$ cat config.mk
export PLATFORM = sky130hd
export DESIGN_NAME = pattern_tx
export DESIGN_NICKNAME = d
export VERILOG_FILES = /design/src/rtl/pattern_tx.sv
export SDC_FILE = /design/constraint.sdc
export NUM_CORES = 1
export LEC_CHECK = 0
export CAP_MARGIN = 20
export CELL_PAD_IN_SITES_DETAIL_PLACEMENT = 1
export CELL_PAD_IN_SITES_GLOBAL_PLACEMENT = 2
export CORE_UTILIZATION = 30
export CTS_CLUSTER_DIAMETER = 50
export DETAILED_ROUTE_END_ITERATION = 8
export PLACE_DENSITY = 0.83
export RECOVER_POWER = 25
export SYNTH_ARGS = -nofsm -noshare
export SYNTH_HDL_FRONTEND = slang
export SYNTH_SLANG_ARGS = --single-unit
$ cat constraint.sdc
create_clock -name clk -period 2.04 [get_ports clk]
set_input_delay 0.306 -clock clk [delete_from_list [all_inputs] [get_ports clk]]
set_output_delay 0.306 -clock clk [all_outputs]
set_load 0.02 [all_outputs]
$ cat src/rtl/pattern_tx.sv
// Serializes a captured 8-bit pattern LSB first on w, with optional looping
// through a one-cycle gap and an abort input. One-hot FSM, async reset.
module pattern_tx (
  input  logic       clk,
  input  logic       Reset,
  input  logic       start,
  input  logic [7:0] pattern,
  input  logic [3:0] len,
  input  logic       repeat_en,
  input  logic       stop,
  output logic       w,
  output logic       busy,
  output logic       done,
  output logic [3:0] state
);

  localparam int IDLE = 0;
  localparam int SEND = 1;
  localparam int GAP  = 2;
  localparam int DONE = 3;

  logic [3:0] state_reg;
  logic [3:0] state_next;
  logic [7:0] shadow_reg;
  logic [3:0] n_reg;
  logic [2:0] bit_idx_reg;
  logic       last_bit;
  logic       capture;

  assign last_bit = ({1'b0, bit_idx_reg} == (n_reg - 4'd1));
  assign capture  = state_reg[IDLE] && start && !stop && (len != 4'd0);

  always_ff @(posedge clk or posedge Reset) begin
    if (Reset) begin
      state_reg <= 4'b0001;
    end else begin
      state_reg <= state_next;
    end
  end

  always_comb begin
    state_next = 4'b0000;
    unique case (1'b1)
      state_reg[IDLE]: begin
        if (start && !stop) begin
          if (len == 4'd0) state_next[DONE] = 1'b1;
          else             state_next[SEND] = 1'b1;
        end else begin
          state_next[IDLE] = 1'b1;
        end
      end
      state_reg[SEND]: begin
        if (stop)                       state_next[DONE] = 1'b1;
        else if (last_bit && repeat_en) state_next[GAP]  = 1'b1;
        else if (last_bit)              state_next[DONE] = 1'b1;
        else                            state_next[SEND] = 1'b1;
      end
      state_reg[GAP]: begin
        if (stop) state_next[DONE] = 1'b1;
        else      state_next[SEND] = 1'b1;
      end
      state_reg[DONE]: state_next[IDLE] = 1'b1;
      default:         state_next[IDLE] = 1'b1;
    endcase
  end

  // Shadow copies freeze the stream so input changes mid-flight have no effect.
  always_ff @(posedge clk or posedge Reset) begin
    if (Reset) begin
      shadow_reg  <= 8'd0;
      n_reg       <= 4'd0;
      bit_idx_reg <= 3'd0;
    end else begin
      if (capture) begin
        shadow_reg <= pattern;
        n_reg      <= (len > 4'd8) ? 4'd8 : len;
      end
      if (state_reg[SEND] && !stop && !last_bit) begin
        bit_idx_reg <= bit_idx_reg + 3'd1;
      end else begin
        bit_idx_reg <= 3'd0;
      end
    end
  end

  always_comb begin
    w     = state_reg[SEND] & shadow_reg[bit_idx_reg];
    busy  = state_reg[SEND] | state_reg[GAP];
    done  = state_reg[DONE];
    state = state_reg;
  end

endmodule
# --- Word level (Yosys, flattened, before mapping) ---
# Cells that the tools add are included.
op_classes:
  n_addsub: 2
  reduce_logical: 12
  n_lt_le_gt_ge: 2
  muxes: 22
  n_eq_ne: 1
  bitwise: 2
op_table:
  columns: ["operator", "n"]
  rows:
  - ["1-bit 2-to-1 mux", 15]
  - ["1-bit logical AND", 7]
  - ["1-bit case mux with 3 select lines", 2]
  - ["3-bit by 4-bit == test with 1-bit output", 1]
  - ["4-bit greater-than comparator, second input constant", 1]
  - ["4-bit zero test", 1]
  - ["3-bit by 4-bit < comparator with 1-bit output, second input constant", 1]
  - ["4-bit 2-to-1 mux", 1]
  - ["4-bit nonzero test", 1]
  - ["4-bit by 1-bit subtractor with 4-bit output, second input constant", 1]
  - ["3-bit by 1-bit adder with 3-bit output, second input constant", 1]
  - ["1-bit binary-select mux with 3-bit select", 1]
  - ["3-bit 2-to-1 mux", 1]
  - ["1-bit zero test", 2]
  - ["2-bit 2-to-1 mux", 1]
  - ["1-bit case mux with 2 select lines", 1]
  - ["2-bit OR reduction", 1]
  - ["1-bit AND", 1]
  - ["1-bit bitwise OR", 1]
totals:
  input_bits: 17
  output_inout_bits: 7
  word_cells: 45
  regBits: 19

# --- Logic depth before layout (Yosys ltp) ---
# Gate-level depths: netlist (run 1).
depth:
  word_depth: 6
  depth_mapped: 6
  mapped_depth_nobuf: 6

# --- Least setup slack after synthesis (run 1) ---
# Ideal clock, no wire load.
synth_path:
  path_type: "register to register"
  startpoint: "register n_reg[0]"
  endpoint: "register state_reg[2], in the netlist state[2]"
  required_ns: 1.960
  n_path_buf: 0
  period_less_slack_ns: 1.837
  arrival_ns: 1.757
  path_stages_with_launch: 7
  path_slack_ns: 0.203
  setup_ns: 0.080
  cell_sequence: "dfrtp_1 -> inv_1 -> ha_1 -> xor2_1 -> or4b_4 -> a211oi_4 -> nor3b_2"
synth_between:
  elab_chain_cells: 6
synth_rtl:
  columns: ["element", "line", "text"]
  rows:
  - ["start, declared", "25", "logic [3:0] n_reg;"]
  - ["start signal, assigned", "76", "n_reg <= (len > 4'd8) ? 4'd8 : len;"]
  - ["4-bit by 1-bit subtractor with 4-bit output", "30", "assign last_bit = ({1'b0, bit_idx_reg} == (n_reg - 4'd1));"]
  - ["3-bit by 4-bit == test with 1-bit output", "30", null]
  - ["1-bit logical AND", "54", "else if (last_bit && repeat_en) state_next[GAP] = 1'b1;"]
  - ["1-bit 2-to-1 mux", "54", null]
  - ["2-bit 2-to-1 mux", "53", "if (stop) state_next[DONE] = 1'b1;"]
  - ["1-bit 2-to-1 mux", "43", "unique case (1'b1)"]
  - ["named net state_next[2]", "23", "logic [3:0] state_next;"]
  - ["end signal, assigned", "37", "state_reg <= state_next;"]
  - ["end, declared", "22", "logic [3:0] state_reg;"]
# The timed path passes the listed nets, and every way through them passes these cells.
# A chain may end at the register's enable or synchronous reset.

# --- Worst setup path in the final report (run 1) ---
layout_path:
  startpoint: "register n_reg[1]"
  endpoint: "register state_reg[2], in the netlist state[2]"
# Same word-level chain as after synthesis.

==> results of run 1 <==
-- metrics by stage --
step / total power [mW] / hold slack [ns] / std cells / util, %
final: 0.961 / 0.501 / 134 / 43.5
after CTS: 0.983 / 0.329 / 134 / 43.6
after floorplan: 0.673 / 0.256 / 73 / -
after detailed placement: 0.793 / 0.487 / 130 / 42.9
after global placement: 0.779 / 0.467 / 130 / 42.9
after global routing: 1.02 / 0.524 / 134 / 43.5
-- cells in the final DEF, fill, tap and decap left out, types with 2 or more instances in the layout --
master,Yosys,layout
nand3_1,2,2
xnor2_1,3,3
mux4_2,2,2
mux2_2,8,8
ha_1,2,2
nor3_1,3,3
clkbuf_1,0,2
dfrtp_1,18,18
o21ai_0,3,3
clkbuf_4,0,3
buf_4,2,4
nand2_1,3,3
clkdlybuf4s50_1,0,21
inv_1,6,6
-- power breakdown --
group	leakage (nW)	internal (mW)	switching (mW)	total (mW)
Sequential	0.237	0.441	0.0422	0.483
Combinational	0.263	0.165	0.127	0.292
Clock	0.0150	0.0759	0.110	0.186
Total	0.515	0.681	0.280	0.961
-- final cells by class --
| type | count | area (um^2) | area share (%) |
|---|---|---|---|
| Sequential cell | 19 | 477 | 38.8 |
| Multi-Input combinational cell | 46 | 407 | 33.1 |
| Timing Repair Buffer | 28 | 259 | 21.1 |
| Tap cell | 31 | 38.8 | 3.15 |
| Clock buffer | 4 | 26.3 | 2.14 |
| Inverter | 6 | 22.5 | 1.83 |
-- cell families after synthesis --
kind of cell | synth area share (%)
fa+ha+maj | 2.72
buf+inv | 4.08
simple gates | 12.4
flops | 51.8
mux | 15.8
compound gates | 9.51
xor+xnor | 3.81
-- metal layers --
metal  track usage [%]  vias up  wire (um)
li1                  -      318          -
met1              16.1      334        804
met2              23.8       22       1020
met3              2.27        0        130
met4              4.18        0          0
met5                 0        -          0
-- tightest hold or removal path, cell delays in order, from the launching register on --
cell and delay (ns):
dfstp_2 0.40, inv_1 0.05, a21oi_1 0.06
-- timing repair --
item,in CTS,in global routing
gates resized for setup,4,0
setup endpoints to repair,1,1
pin swaps,0,1
gates cloned,0,0
-- worst max-delay path by stage --
stage	start	endpoint	slack [ns]	cells after the start
final	n_reg[1]	state[2]	0.12	6
after detailed placement	len[0]	shadow_reg[2]	-0.02	4
after global placement	len[0]	shadow_reg[3]	-0.006	4
after CTS	n_reg[1]	state[2]	0.06	6
after floorplan	n_reg[0]	state[2]	0.20	6
after global routing	n_reg[1]	state[2]	0.03	6
==> summary.txt, run 1 <==
Logic synthesis
  • Syn nets: 92
  • Synthesized area per cell: 12.6 um^2
  • Number of synthesized flops with an enable pin: 0
  • Async S/R FF share, synth: 100%
  • Gate count after technology mapping: 73
  • Synth Cell Area: 921 um^2
  • Top_reg_cell synth: dfrtp_1
  • Top-count cell post-synth: dfrtp_1
  • Synth area leaders: dfrtp_1, mux2_2, mux4_2
  • Synth warn: 0
  • Top cell types by occurrence after synthesis: dfrtp_1, mux2_2, inv_1
  • Synth Register Bits: 19
  • Synth top area share: 48.9%
  • Register area share after synthesis: 51.8%
  • Area leader, netlist: dfrtp_1
  • Post-synth cell types: 32

Detailed routing
  • Routed WL: 1960 um
  • Detailed Routing Iterations Pass 1: 6
  • Initial drt markers: 7
  • DRC violations left: 4
  • Post-DRT Antenna Nets: 0
  • Vias: 674
  • Routed WL per cell: 14.6 um
  • Vias/cell: 5.03

Place
  • Hpwl dp: 1590 um
  • Placed cell area: 1210 um^2
  • Placer congestion estimate: 0.769
  • PortBufs: 23
  • Pre-CTS setup slack: -0.0237 ns

CTS
  • Hold buffers post-CTS: 0
  • Post CTS Setup Buffer Count: 0
  • H-tree depth: 1
  • CTS Sinks: 19
  • CTS Buffer Depth: 2
  • CTS tree: done
  • Clock transition at the registers of the reported paths: 0.10 ns
  • Root buf cell: clkbuf_4
  • TritonCTS buffer count: 3
  • Worst skew pair latency: 0.29 ns

Floorplan
  • DIE AREA: 3300 um^2
  • Core ar.: 2830 um^2
  • Top Ports: 24
  • Initial Util: 32.6%
  • Die height: 57.4 um
  • Die extent in x: 57.4 um
  • Row count: 19

Layout
  • Fill count: 309
  • Fin area: 1230 um^2
  • Ant diodes: 0
  • Area grow syn2layout: 33.6%
  • Max reg flops: 8
  • Share of layout cells above drive strength 1: 23.3%
  • Final nets: 123

Run status
  • Status: finished with violations
  • Failing checks: design-rule violations

Timing
  • Maximum clock rate: 0.520 GHz
  • RSZ-0062 raised after global routing: no
  • Worst Skew: 0.00207 ns
  • Final worst-path cycle share: 94.3%
  • Fin worst setup slack: 0.115 ns
  • Sum Neg Setup Slack: 0 ns
  • Final hold vios: 0
  • Final setup viols: 0
  • Fin. max-slew vios: 0
  • Worst slew pin tran: 1.01 ns
  • Slew Limit Headroom: 32.7%
  • Final Critical Period: 1.92 ns

Worst setup path
  • Crit Path Category: reg2reg
  • CP arrival: 2.14 ns
  • Critical Path Start Type: flip-flop
  • Worst-path cell chain: inv_1 -> ha_1 -> xor2_1 -> or4b_4 -> a211oi_4 -> nor3b_2
  • Worst reg2reg setup slack: 0.12 ns
  • Slowest cell delay on critical path: 0.50 ns
  • Data required, critical path: 2.26 ns
  • Crit. End Element: flip-flop
  • Crit-path leading delay family: simple AND/OR/NAND/NOR gates
  • Critical R2R Launch: n_reg[1]
  • Slowest CP cell: or4b_4
  • Worst R2R Path Depth: 6
  • Buf+Inv Stages, Crit Path: 1
  • R2R Path End: state[2]
  • Maximum fanout along the worst path: 6

Global route
  • Grt total ovfl: 0
  • Global-route wire length before repair: 3370 um
  • Vias in the first global route: 776
  • Initial antenna violation count: 0
  • Pin count of the biggest net entering global routing: 20
  • Overall Global Routing Usage: 13.2%

Run
  • Max Cap Viol: 0

Min path
  • Hold Path Class: reg2reg
  • Hold EP: state[0]
  • Hold Path Depth: 2
  • Worst Hold Launch: state[0]

Pwr
  • Cell Pwr Density: 782 nW/um^2
  • P_leak: 0.515 nW
  • Worst VDD drop: 0.293 mV
Power figures use the tool's default switching activity.
==> run 2, diff against run 1 <==
==> constraint.sdc (replaced) <==
create_clock -name clk -period 2.04 [get_ports clk]
set_input_delay 0.408 -clock clk [delete_from_list [all_inputs] [get_ports clk]]
set_output_delay 0.408 -clock clk [all_outputs]
set_load 0.02 [all_outputs]
==> run 2 against run 1 <==
The flow still finishes with violations (design-rule violations). Utilization up 0.93 points. Critical path depth down 2. Flip-flop and latch count unchanged. First-iteration DRC count grew 29%. Critical endpoint is now w. Highest routed layer unchanged.
==> summary.txt, run 2 (same netlist as run 1, synthesis figures left out) <==
Worst setup path
  • CP arrival: 1.60 ns (-0.54 ns)
  • Worst reg2reg setup slack: 0.16 ns (+0.04 ns)
  • Crit. End Element: output port
  • Maximum fanout along the worst path: 3 (-3)
  • Worst R2R Path Depth: 6 (unchanged)
  • Critical R2R Launch: n_reg[1]
  • Critical Path Start Type: flip-flop
  • Crit Path Category: reg2out
  • Data required, critical path: 1.63 ns (-0.63 ns)
  • R2R Path End: state[2]

Pwr
  • Seq pwr share: 50.1% (about the same)
  • Comb pwr share: 30.3% (about the same)
  • Worst VDD drop: 0.392 mV (+34%)
  • Clk pwr share: 19.6% (+0.2 points)
  • P_leak: 0.541 nW (+5.1%)
  • Sw Ratio: 29.1% (about the same)
  • Psw: 0.281 mW (+0.54%)
  • Int Power: 0.684 mW (+0.44%)
  • Cell Pwr Density: 769 nW/um^2 (-1.6%)
  • Final total power: 0.966 mW (+0.47%)

Layout
  • Commonest non-fill, non-tap cell in the layout: clkdlybuf4s50_1
  • Ant diodes: 0 (unchanged)
  • Final nets: 126 (+2.4%)
  • Final core occ: 44.4% (+0.93 points)
  • Max reg flops: 8 (unchanged)
  • Share of layout cells above drive strength 1: 26.4% (+3.1 points)
  • Commonest cells after routing, fill and taps aside: clkdlybuf4s50_1, dfrtp_1, mux2_2
  • Area grow syn2layout: 36.4%
  • Fin area: 1260 um^2 (+2.1%)

Timing
  • Worst Skew: 0.00655 ns (+0.00447 ns)
  • Maximum clock rate: 0.498 GHz (-4.1%)
  • RSZ-0062 raised after global routing: yes
  • Fin. max-slew vios: 0 (unchanged)
  • Final hold vios: 0 (unchanged)
  • Fin worst setup slack: 0.0330 ns (-0.0824 ns)
  • Worst slew pin tran: 1.02 ns (+0.00667 ns)
  • Slew Limit Headroom: 32.2% (-0.44 points)
  • Final worst-path cycle share: 98.4% (+4.0 points)
  • Final setup viols: 0 (unchanged)
  • Final Critical Period: 2.01 ns (+0.0824 ns)

Global route
  • Met3 Use GR: 4.31% (+2.0 points)
  • Overall Global Routing Usage: 13.2% (-0.054 points)
  • Initial antenna violation count: 0 (unchanged)
  • Grt total ovfl: 0 (unchanged)
  • Met1 global-route usage: 15.6% (-0.46 points)
  • Global-route wire length before repair: 3350 um (-0.62%)
  • Vias in the first global route: 775 (-0.13%)
  • GR met2 Demand/Resource: 24.1% (+0.33 points)
  • Busiest grt layer: met2
  • Pin count of the biggest net entering global routing: 20 (unchanged)

Min path
  • Worst Hold Launch: state[0]
  • Hold Path Depth: 2 (unchanged)
  • Hold EP: state[0]
  • Hold Path Class: reg2reg

CTS
  • TritonCTS buffer count: 3 (unchanged)
  • CTS Sinks: 19 (unchanged)
  • Root buf cell: clkbuf_4
  • CTS Buffer Depth: 2 (unchanged)
  • H-tree depth: 1 (unchanged)
  • Worst skew pair latency: 0.29 ns (about the same)
  • CTS tree: done
  • Clock transition at the registers of the reported paths: 0.11 ns (about the same)

Detailed routing
  • Vias: 696 (+3.3%)
  • Vias/cell: 5.08 (+1.0%)
  • Routed WL per cell: 14.2 um (-3.0%)
  • DRC violations left: 4 (unchanged)
  • Routed WL: 1940 um (-0.87%)
  • Post-DRT Antenna Nets: 0 (unchanged)
  • Initial drt markers: 9 (+2)
  • Detailed Routing Iterations Pass 1: 6 (unchanged)

Place
  • Placed cell area: 1230 um^2 (+1.9%)
  • Pre-CTS setup slack: -0.128 ns (-0.104 ns)
  • PortBufs: 23 (unchanged)
  • Placer congestion estimate: 0.775 (+0.78%)
  • Hpwl dp: 1520 um (-4.9%)

Floorplan
  • Core ar.: 2830 um^2 (unchanged)
  • DIE AREA: 3300 um^2 (unchanged)
  • Initial Util: 32.6% (unchanged)
  • Die height: 57.4 um (unchanged)
  • Die extent in x: 57.4 um (unchanged)
  • Row count: 19 (unchanged)
  • Top Ports: 24 (unchanged)

Run
  • Max Cap Viol: 0 (unchanged)

Run status
  • Status: finished with violations
  • Failing checks: design-rule violations
## run 2: per-layer routing
metal	part of all wire, %	vias to the layer above
li1	-	327
met1	44	343
met2	49	26
met3	7.5	0
met4	0	0
met5	0	-
## run 2: area by class of cell
cell class / count / area, um^2
multi-input cells: 46 / 407
clock buffers: 4 / 26.3
repair buffers: 31 / 284
inverters: 6 / 22.5
well taps: 31 / 38.8
flip-flops and latches: 19 / 478
fillers: 320 / 1570
## run 2: power by group through the flow
stage	Clock (mW)	Combinational [mW]	Sequential, mW
floorplan	0	0.183	0.490
global placement	0	0.293	0.489
detailed placement	0	0.302	0.492
CTS	0.200	0.301	0.485
global route	0.217	0.322	0.493
finish	0.189	0.293	0.484
## run 2: stage by stage
| stage | std cells | hold slack, ns | TNS (ns) |
|---|---|---|---|
| finish | 137 | 0.492 | 0 |
| global route | 137 | 0.521 | -0.0742 |
| CTS | 137 | 0.432 | -0.0156 |
| detailed placement | 133 | 0.479 | -0.999 |
| global placement | 133 | 0.468 | -0.883 |
| floorplan | 73 | 0.358 | 0 |
## run 2: how the worst max path moves through the flow
stage,startpoint,endpoint,slack (ns),cells past startpoint
finish,bit_idx_reg[0],w,0.03,4
global route,bit_idx_reg[0],w,-0.07,4
CTS,bit_idx_reg[0],w,-0.02,4
detailed placement,len[0],shadow_reg[6],-0.13,4
global placement,len[0],shadow_reg[3],-0.11,4
floorplan,n_reg[0],state[2],0.20,6
## run 2: timing repair
action | 4_1_cts | 5_1_grt
resized for setup | 4 | 2
buffers inserted | 0 | 0
hold buffers | 0 | 0
pin swaps | 0 | 1
gates cloned | 0 | 0
setup endpoints to repair | 1 | 3
## run 2: worst max-delay path, cell delays in order, from the launching register on
cell     delay (ns)
dfrtp_2        0.42
mux4_2         0.51
mux2i_1        0.16
nor2b_1        0.06
buf_2          0.15
